`src/rtl/imem_arbiter.sv`:
```
// imem_arbiter: two-port arbiter and storage for the shared instruction memory.
// The host loader port (read/write) and the CPU fetch port (read-only) share one
// single-port byte array. Grants are combinational. Read data is registered.
// Optional feature: define IMEM_ARB_RR_EN for round-robin arbitration.
// In the default build the host always wins contention.
module imem_arbiter #(
   parameter int ADDR_W = 5,
   parameter int DATA_W = 8,
   parameter int CNT_W  = 8
) (
   input  logic              clk,
   input  logic              rst,
   input  logic              host_req,
   input  logic              host_we,
   input  logic [ADDR_W-1:0] host_addr,
   input  logic [DATA_W-1:0] host_wdata,
   output logic              host_gnt,
   output logic              host_rvalid,
   output logic [DATA_W-1:0] host_rdata,
   input  logic              cpu_req,
   input  logic [ADDR_W-1:0] cpu_addr,
   output logic              cpu_gnt,
   output logic              cpu_rvalid,
   output logic [DATA_W-1:0] cpu_rdata,
   input  logic              prog_lock,
   output logic              busy,
   output logic [CNT_W-1:0]  cpu_stall_cnt
);

   localparam int DEPTH = 1 << ADDR_W;

   logic [DATA_W-1:0] mem [DEPTH];
   logic              last_host;
   logic              cpu_eff;
   logic              host_wins;
   logic              host_rvalid_q;
   logic              cpu_rvalid_q;
   logic              busy_q;

   // Arbitration: mask the CPU request with prog_lock, then pick at most one winner.
   always_comb begin
      cpu_eff = cpu_req & ~prog_lock;
`ifdef IMEM_ARB_RR_EN
      // The port that did not win last time wins contention now.
      host_wins = ~last_host;
`else
      // Fixed priority. The pointer is still tracked but cannot change the outcome.
      host_wins = last_host | 1'b1;
`endif
      host_gnt = ~rst & host_req & (~cpu_eff | host_wins);
      cpu_gnt  = ~rst & cpu_eff & (~host_req | ~host_wins);
   end

   // A pending result is squashed while reset is asserted.
   assign host_rvalid = host_rvalid_q & ~rst;
   assign cpu_rvalid  = cpu_rvalid_q & ~rst;
   assign busy        = busy_q & ~rst;

   // Memory write port. Contents are not reset, and the grant is already gated by rst.
   always_ff @(posedge clk) begin
      if (host_gnt && host_we) mem[host_addr] <= host_wdata;
   end

   // Registered read results, the priority pointer and the CPU stall counter.
   always_ff @(posedge clk) begin
      if (rst) begin
         host_rvalid_q <= 1'b0;
         cpu_rvalid_q  <= 1'b0;
         busy_q        <= 1'b0;
         host_rdata    <= '0;
         cpu_rdata     <= '0;
         last_host     <= 1'b0;
         cpu_stall_cnt <= '0;
      end else begin
         host_rvalid_q <= host_gnt & ~host_we;
         cpu_rvalid_q  <= cpu_gnt;
         busy_q        <= (host_gnt & ~host_we) | cpu_gnt;
         if (host_gnt && !host_we) host_rdata <= mem[host_addr];
         if (cpu_gnt) cpu_rdata <= mem[cpu_addr];
         if (host_gnt) last_host <= 1'b1;
         else if (cpu_gnt) last_host <= 1'b0;
         if (cpu_req && !cpu_gnt && (cpu_stall_cnt != '1))
            cpu_stall_cnt <= cpu_stall_cnt + 1'b1;
      end
   end

endmodule

```
`config.mk`:
```
export PLATFORM = sky130hd
export DESIGN_NAME = imem_arbiter
export DESIGN_NICKNAME = d
export VERILOG_FILES = /design/src/rtl/imem_arbiter.sv
export SDC_FILE = /design/constraint.sdc
export NUM_CORES = 1
export LEC_CHECK = 0
export CORE_ASPECT_RATIO = 1.25
export CORE_MARGIN = 5
export CORE_UTILIZATION = 40
export DETAILED_ROUTE_END_ITERATION = 7
export PLACE_DENSITY = 0.67
export SYNTH_ARGS = -nofsm -noshare
export SYNTH_HDL_FRONTEND = slang
export SYNTH_SLANG_ARGS = --single-unit
```
`constraint.sdc`:
```
create_clock -name clk -period 4.3 [get_ports clk]
set_clock_uncertainty 0.1 [all_clocks]
set_input_delay 0.645 -clock clk [delete_from_list [all_inputs] [get_ports clk]]
set_output_delay 0.645 -clock clk [all_outputs]
set_load 0.03 [all_outputs]
```
==> results of run 1 <==
state kept, by name (all words and copies together) (netlist names):
signal and count:
busy_q 1, cpu_rdata 8, cpu_rvalid_q 1, cpu_stall_cnt 8, host_rdata 8, host_rvalid_q 1, mem 256
metal layers:
layer	vias to the layer above	routed length [um]	global-route usage [%]
met3	79	2390	2.28
met1	3862	13400	25.0
met4	0	1870	9.29
li1	3233	-	-
met2	394	17000	31.6
met5	-	0	0
critical path: cells and delay by family:
family	cells	cell delay, ns
simple gates	1	0.78
buf+inv	3	1.31
worst paths after layout:
path	endpoint	slack [ns]	depth (start not counted)
setup / recovery	cpu_gnt	0.82	4
hold / removal	cpu_rdata[2]	0.39	1
setup reg to reg	host_rdata[4]	2.32	4
hold reg to reg	cpu_rdata[2]	0.39	1
layout by cell type (no fill, tap or decap), drive strengths merged, types with 2 or more instances in the layout:
cell type      netlist  layout
a221oi              22      22
mux2                30      30
nand4                2       2
mux2i               49      49
a211oi               2       2
buf                 32      39
a32o                 2       2
or2                  3       3
inv                  5       8
xnor2                5       5
bufinv               0       2
clkbuf              22      36
nor2b               11      11
clkinv               0       7
and2                 2       2
a22oi               14      14
o221ai               8       8
nand3               10      10
o211ai               7       7
nor3                 5       5
clkdlybuf4s50        0      45
a2111oi              2       2
or3                  3       3
a31oi               10      10
mux4                96      96
a211o                2       2
a21oi               16      16
a22o                24      24
dfxtp               27      27
nor2                48      48
nand2               17      17
edfxtp             256     256
logic make-up (layout without fill, tap and decap cells):
kind of cell,Yosys count,after routing
muxes,175,175
DFF,283,283
xor gates and xnor gates,6,6
buffers and inverters,59,138
AOI/OAI and AO/OA,110,110
and+or+nand+nor,109,109
adders and majority gates,1,1
area by class of cell:
cell class              count  area [sq um]  area share, %
clock inverters            13           130          0.874
repair buffers             84           781           5.24
flip-flops and latches    283          8230           55.2
multi-input cells         401          4430           29.7
well taps                 412           515           3.46
clock buffers              36           792           5.32
inverters                   5          18.8          0.126
where the power goes:
| part | internal, mW | total, mW | switching [mW] |
|---|---|---|---|
| logic | 0.203 | 0.506 | 0.302 |
| registers | 3.02 | 3.03 | 0.0130 |
| clock network | 1.42 | 2.44 | 1.02 |
| total | 4.64 | 5.97 | 1.33 |
stage by stage:
step,power [mW],area [sq um],worst slack (ns),std cells
2_1_floorplan,3.39,13000,1.60,743
3_3_place_gp,3.59,14000,0.835,1185
3_5_place_dp,3.60,14000,0.825,1185
4_1_cts,6.01,14900,0.831,1234
5_1_grt,6.14,14900,0.736,1234
6_report,5.97,14900,0.819,1234
==> impl_metrics.csv, run 1 <==
group,metric,value,unit
status,outcome,"finished clean",
cts,cts_tree,"yes",
cts,clk_pin_slew_worst_paths,0.06,ns
route,drcViolationCount,0,
min_path,min_from,"cpu_rdata[2]",
logic_synthesis,synthTopCellsByCount,"edfxtp_1, mux4_2, mux2i_1",
cts,insertion_delay,0.54,ns
cells_and_area,fillers,2713,
setup_path,cp-startpoint,"cpu_req",
sta,tns,0,ns
setup_path,cp-start-kind,"primary input",
logic_synthesis,async_reset_ff_share,0,%
cts,ctsHoldBuffers,0,
logic_synthesis,synth_nets,768,
logic_synthesis,synth_adder_area_share,0.0965,%
setup_path,required,3.56,ns
logic_synthesis,ys_types,45,
sta,finalHoldViolations,0,
run,max-cap-violations,0,
cts,cts.sinks,283,
global_route,antenna_found_initial,0,
logic_synthesis,yosysSeqAreaShare,63.4,%
floorplan,die_w,171,um
global_route,grt_max_degree,48,
setup_path,r2r-start,"mem[0][4]",
route,drt_iter0_drc,836,
cells_and_area,post-route-util,46.6,%
cts,root_buffer,"clkbuf_16",
logic_synthesis,synth-compound-area-share,6.58,%
setup_path,cp_common_cell,"clkdlybuf4s50_1",
setup_path,path_cells,"clkdlybuf4s50_1, or4b_2, inv_1, clkdlybuf4s50_1",
logic_synthesis,synth_xor_area_share,0.405,%
pwr,p_per_area,401,nW/um^2
route,ant_nets,0,
logic_synthesis,syn-mean-instance-area,17.5,sq um
global_route,grt_first_pass_wirelength,50900,um
route,post_drt_via_cell_ratio,6.13,
route,firstDrtPassIters,5,
floorplan,dieArea,36100,sq um
route,drt-total-wl,34700,um
cts,cts_max_path_buffers,3,
logic_synthesis,ys.flop_type,"edfxtp_1",
pwr,ir_worst_vdd,277,uV
setup_path,cp.arrival,2.74,ns
floorplan,floorplan.initialDensity,40.6,%
sta,worstMarginPinSlew,1.05,ns
logic_synthesis,syn_inst,743,
setup_path,cp_max_fo,11,
placed_design,port_buffers,52,
cts,post_cts_resized,0,
logic_synthesis,synth_top_family_by_area,"multiplexers",
min_path,hold_path_class,"reg2reg",
sta,fin_crit,3.48,ns
floorplan,die_h,211,um
floorplan,rows,73,
global_route,grt_usage,19.1,%
pwr,leakage,4.80,nW
logic_synthesis,muxShareOfSynthArea,23.1,%
global_route,grt_overflow_total,0,
logic_synthesis,ys_top_cells_by_area,"edfxtp_1, mux4_2, dfxtp_1, mux2i_1, mux2_2",
cts,cts_setup_buffers,0,
route,vias,7568,
cts,cts-buffers-inserted,27,
placed_design,gp_congestion,0.976,
cells_and_area,syn_to_final_growth,14.8,%
sta,setup_viol,0,
logic_synthesis,synth_edf_count,256,
sta,max_freq,287,MHz
logic_synthesis,ys_seq_elements,283,
logic_synthesis,yosys.area.top_type_share,59.3,%
setup_path,crit_slowest_cell,"or4b_2",
cts,h-tree-depth,1,
logic_synthesis,yosysMostFrequentCell,"edfxtp_1",
floorplan,io_pins,53,
setup_path,cpPeakStageDelay,0.78,ns
setup_path,endpoint_kind,"primary output",
logic_synthesis,synthSimpleGateAreaFrac,3.96,%
global_route,grt_pass1_vias,7547,
setup_path,crit_type,"in2out",
logic_synthesis,yosysTopAreaCell,"edfxtp_1",
route,wire_per_inst,28.1,um
logic_synthesis,yosys_warnings,0,
floorplan,coreArea,32000,sq um
cells_and_area,antenna_cells,0,
sta,final-max-slew-violation-count,0,
sta,fin_hold_ws,0.387,ns
cells_and_area,fin_nets,827,
placed_design,dp_hpwl,23700,um
logic_synthesis,syn_area,13000,sq um
sta,slew-limit-headroom,30.1,%
sta,rsz0062_at_grt,"no",
sta,fin_crit_sh,81.0,%
cells_and_area,drive_above_1_share,25.8,%
Note: power is estimated with default switching activity, not from simulation.
==> run 2: changes to the inputs <==
- clock period: 4.3 -> 3.6 ns (I/O delays scaled with it)
==> run 2 against run 1 <==
  * Die area unchanged
  * Cell count increased by 3.4%
  * Flip-flop and latch count unchanged
  * Non-clock buffer count increased by 42
  * Clock-buffer cell count decreased by 6
==> impl_metrics.csv, run 2 (synthesis gave the netlist of run 1 again) <==
group,metric,value,unit
route,ant_nets,0,
setup_path,required,2.96,ns
global_route,grt_first_pass_wirelength,50800,um
sta,setup_viol,0,
floorplan,die_w,171,um
cts,root_buffer,"clkbuf_16",
cells_and_area,final_common_cell,"edfxtp_1",
floorplan,dieArea,36100,sq um
sta,max_freq,323,MHz
route,firstDrtPassIters,5,
min_path,hold_end,"cpu_rdata[7]",
sta,finalHoldViolations,0,
pwr,ir_worst_vdd,308,uV
cells_and_area,syn_to_final_growth,16.4,%
sta,fin_crit_sh,86.0,%
min_path,hold_path_class,"reg2reg",
route,vias,7615,
cells_and_area,final_cell_area,15100,sq um
cts,post_cts_resized,0,
setup_path,cp_max_fo,5,
floorplan,die_h,211,um
route,wire_per_inst,26.3,um
cts,insertion_delay,0.53,ns
sta,worstMarginPinSlew,1.07,ns
placed_design,dpl_cell_area,14300,sq um
route,post_drt_via_cell_ratio,5.97,
global_route,grt_max_degree,50,
cells_and_area,largest_reg_flops,256,
placed_design,gp_congestion,0.942,
global_route,grt_pass1_vias,7858,
cells_and_area,drive_above_1_share,28.2,%
cts,cts_setup_buffers,0,
setup_path,r2r_end,"host_rdata[2]",
setup_path,endpoint_kind,"primary output",
cells_and_area,instances_no_fill,1276,
cells_and_area,fin_nets,869,
setup_path,r2r-start,"mem[17][2]",
route,drt-total-wl,33600,um
floorplan,coreArea,32000,sq um
status,outcome,"finished clean",
setup_path,r2r_cells,4,
placed_design,dp_slack,0.462,ns
sta,tns,0,ns
cells_and_area,fillers,2732,
sta,final-max-slew-violation-count,0,
pwr,power,6.83,mW
placed_design,dp_hpwl,23700,um
cts,cts_tree,"yes",
cts,cts-buffers-inserted,27,
global_route,antenna_found_initial,0,
cells_and_area,regMostFlops,"mem",
sta,fin_crit,3.10,ns
cells_and_area,layout_common_cells,"edfxtp_1, mux4_2, buf_4",
cts,ctsHoldBuffers,0,
pwr,p_per_area,452,nW/um^2
global_route,grt_usage,18.8,%
pwr,leakage,4.96,nW
setup_path,cp-start-kind,"primary input",
sta,worst_slack,0.505,ns
floorplan,io_pins,53,
sta,slew-limit-headroom,28.4,%
cts,cts_max_path_buffers,3,
floorplan,floorplan.initialDensity,40.6,%
floorplan,rows,73,
cts,clk_pin_slew_worst_paths,0.06,ns
placed_design,port_buffers,52,
setup_path,rrSetupSlack,1.48,ns
global_route,grt_overflow_total,0,
setup_path,crit_type,"in2out",
sta,rsz0062_at_grt,"no",
cells_and_area,antenna_cells,0,
route,drt_iter0_drc,726,
cts,cts.sinks,283,
placed_design,dp.cells,1227,
run,max-cap-violations,0,
setup_path,cp.arrival,2.46,ns
min_path,whs_path_depth,1,
cts,h-tree-depth,1,
min_path,min_from,"cpu_rdata[7]",
route,drcViolationCount,0,
-- run 2: cell type report --
class                           instances  area [sq um]  area share (%)
Sequential cell                       283          8230            54.5
Tap cell                              412           515            3.41
Timing Repair Buffer                  126          1110            7.36
Clock buffer                           30           687            4.55
Multi-Input combinational cell        401          4430            29.3
Clock inverter                         19           110           0.729
Inverter                                5          18.8           0.124
-- run 2: critical path, stage by stage --
cell and delay [ns]:
clkdlybuf4s50_1 0.48, or4b_2 0.67, inv_1 0.09, clkdlybuf4s50_1 0.67
-- run 2: metrics by stage --
stage          util [%]  hold WS, ns
2_1_floorplan         -        0.534
3_3_place_gp       44.7        0.366
3_5_place_dp       44.7        0.373
4_1_cts            47.2        0.387
5_1_grt            47.2        0.406
6_report           47.2        0.383
-- run 2: worst max-delay path by stage --
stage	startpoint	endpoint	slack (ns)
floorplan	host_req	mem[0][0]	1.00
global placement	rst	cpu_gnt	0.52
detailed placement	rst	mem[24][7]	0.46
CTS	rst	cpu_gnt	0.50
global route	rst	cpu_gnt	0.39
finish	rst	cpu_gnt	0.50
-- run 2: report_power, final --
group          internal [mW]  switching, mW  total, mW
logic                  0.257          0.359      0.617
clock network           1.43           1.16       2.59
registers               3.60         0.0159       3.62
-- run 2: routing by layer --
layer | part of all wire, % | vias up | track usage, %
met4 | 4.0 | 0 | 7.02
met5 | 0 | - | 0
met2 | 51 | 318 | 32.4
met1 | 38 | 3930 | 24.5
li1 | - | 3307 | -
met3 | 7.0 | 60 | 2.24
==> run 3: changes to the inputs <==
- clock period: 3.6 -> 3.89 ns (I/O delays scaled with it)
==> run 3 against run 2 <==
  * Sequential power fell by 7.5%
  * Register-to-register slack improved by 0.33 ns
  * Critical path depth did not move
  * Combinational power fell by 8.9%
  * Clock power rose by 2%
  * Routed wire length rose by 2.1%
  * Worst hold slack improved by 0.013 ns
  * Sequential share of layout area rose by 0.26 points
  * Utilization fell by 0.22 points
  * Setup slack improved by 0.028 ns
==> impl_metrics.csv, run 3 (synthesis gave the netlist of run 1 again) <==
group,metric,value,unit
route,vias,7626,
global_route,grt_overflow_total,0,
sta,fin_crit_sh,86.3,%
sta,worstMarginPinSlew,1.24,ns
cells_and_area,fillers,2706,
cts,root_buffer,"clkbuf_16",
placed_design,gp_congestion,0.880,
sta,tns,0,ns
route,post_drt_via_cell_ratio,6.07,
cells_and_area,largest_reg_flops,256,
status,outcome,"finished clean",
floorplan,floorplan.initialDensity,40.6,%
route,drcViolationCount,0,
cts,clk_pin_slew_worst_paths,0.06,ns
route,ant_nets,0,
cts,cts_setup_buffers,0,
setup_path,worst-path-stages,4,
min_path,hold_path_class,"reg2reg",
cts,h-tree-depth,1,
pwr,leakage,4.90,nW
setup_path,cp-startpoint,"cpu_req",
route,wire_per_inst,27.3,um
global_route,grt_pass1_vias,7740,
route,drt_iter0_drc,779,
cells_and_area,fin_nets,849,
cells_and_area,regMostFlops,"mem",
sta,setup_viol,0,
setup_path,r2r_end,"host_rdata[2]",
sta,worst_slack,0.532,ns
setup_path,required,3.21,ns
floorplan,io_pins,53,
cts,ctsHoldBuffers,0,
cells_and_area,syn_to_final_growth,15.9,%
global_route,grt_max_degree,50,
setup_path,path_cells,"clkdlybuf4s50_1, or4b_2, inv_1, clkdlybuf4s50_1",
setup_path,cp.arrival,2.67,ns
cts,cts.sinks,283,
setup_path,endpoint,"cpu_gnt",
global_route,grt_first_pass_wirelength,50900,um
floorplan,die_w,171,um
setup_path,cp_common_cell,"clkdlybuf4s50_1",
global_route,antenna_found_initial,0,
cells_and_area,final_common_cell,"edfxtp_1",
cts,cts-buffers-inserted,26,
setup_path,cp_max_fo,11,
min_path,whs_path_depth,1,
placed_design,dp_hpwl,23500,um
sta,finalHoldViolations,0,
setup_path,rrSetupSlack,1.81,ns
floorplan,coreArea,32000,sq um
setup_path,r2r-start,"mem[19][2]",
pwr,p_per_area,436,nW/um^2
cts,cts_max_path_buffers,3,
sta,final-max-slew-violation-count,0,
cts,post_cts_resized,0,
setup_path,cp-start-kind,"primary input",
sta,slew-limit-headroom,17.4,%
floorplan,dieArea,36100,sq um
setup_path,endpoint_kind,"primary output",
setup_path,cpPeakStageDelay,0.78,ns
placed_design,dp_slack,0.538,ns
pwr,ir_worst_vdd,321,uV
setup_path,r2r_cells,4,
setup_path,crit_type,"in2out",
sta,rsz0062_at_grt,"no",
placed_design,dp.cells,1208,
cts,cts_tree,"yes",
route,firstDrtPassIters,5,
cts,insertion_delay,0.54,ns
pwr,power,6.55,mW
floorplan,rows,73,
cells_and_area,layout_common_cells,"edfxtp_1, mux4_2, buf_4",
floorplan,die_h,211,um
sta,max_freq,298,MHz
cells_and_area,drive_above_1_share,27.1,%
setup_path,crit_family,"buffers and inverters",
setup_path,crit_slowest_cell,"or4b_2",
sta,fin_crit,3.36,ns
setup_path,crit_buf_inv,3,
placed_design,port_buffers,52,
route,drt-total-wl,34300,um
cells_and_area,instances_no_fill,1256,
cells_and_area,antenna_cells,0,
global_route,grt_usage,19.0,%
run,max-cap-violations,0,
-- run 3: cell count changes in the layout (fill, tap and decap cells not counted), moves of 2 or more --
cell	delta
clkbuf_1	+2
buf_4	-18
bufinv_16	+3
clkinv_1	-7
clkinv_4	+2
-- run 3: routing by layer --
metal / vias to the layer above / track usage [%] / part of all wire, %
met5: - / 0 / 0
met4: 0 / 7.00 / 3.8
met3: 59 / 3.04 / 6.8
met2: 312 / 32.9 / 52
met1: 3982 / 24.1 / 38
li1: 3273 / - / -
-- run 3: worst min path at each step --
stage / startpoint / end / slack (ns)
3_3_place_gp: cpu_rdata[3] / cpu_rdata[3] / 0.37
4_1_cts: cpu_rdata[7] / cpu_rdata[7] / 0.40
5_1_grt: cpu_rdata[3] / cpu_rdata[3] / 0.42
3_5_place_dp: cpu_rdata[7] / cpu_rdata[7] / 0.38
6_report: cpu_rdata[7] / cpu_rdata[7] / 0.40
2_1_floorplan: host_rdata[0] / host_rdata[0] / 0.53
-- run 3: cell type report --
class                      count  area, sq um  area share (%)
clock buffer                  32          694            4.62
clock inverter                16          186            1.24
inverter                       5         18.8           0.125
multi-input combinational    401         4430            29.5
sequential                   283         8230            54.7
tap                          412          515            3.43
timing repair buffer         107          956            6.36
-- run 3: worst reg2reg max path: stages, from the launching register on --
cell and delay (ns):
edfxtp_1 0.39, mux4_2 0.47, a22o_1 0.32, a221oi_1 0.50, a31oi_1 0.15
-- run 3: stage by stage --
step | hold WS, ns | area, sq um | utilization [%]
after CTS | 0.396 | 15000 | 47.0
final | 0.396 | 15000 | 47.0
after global placement | 0.366 | 14100 | 44.3
after detailed placement | 0.381 | 14100 | 44.3
after floorplan | 0.534 | 13000 | -
after global routing | 0.423 | 15000 | 47.0
-- run 3: report_power, final --
| part | internal [mW] | leakage [nW] | switching (mW) |
|---|---|---|---|
| clock | 1.54 | 0.432 | 1.10 |
| combinational | 0.231 | 1.94 | 0.331 |
| sequential | 3.34 | 2.52 | 0.0145 |
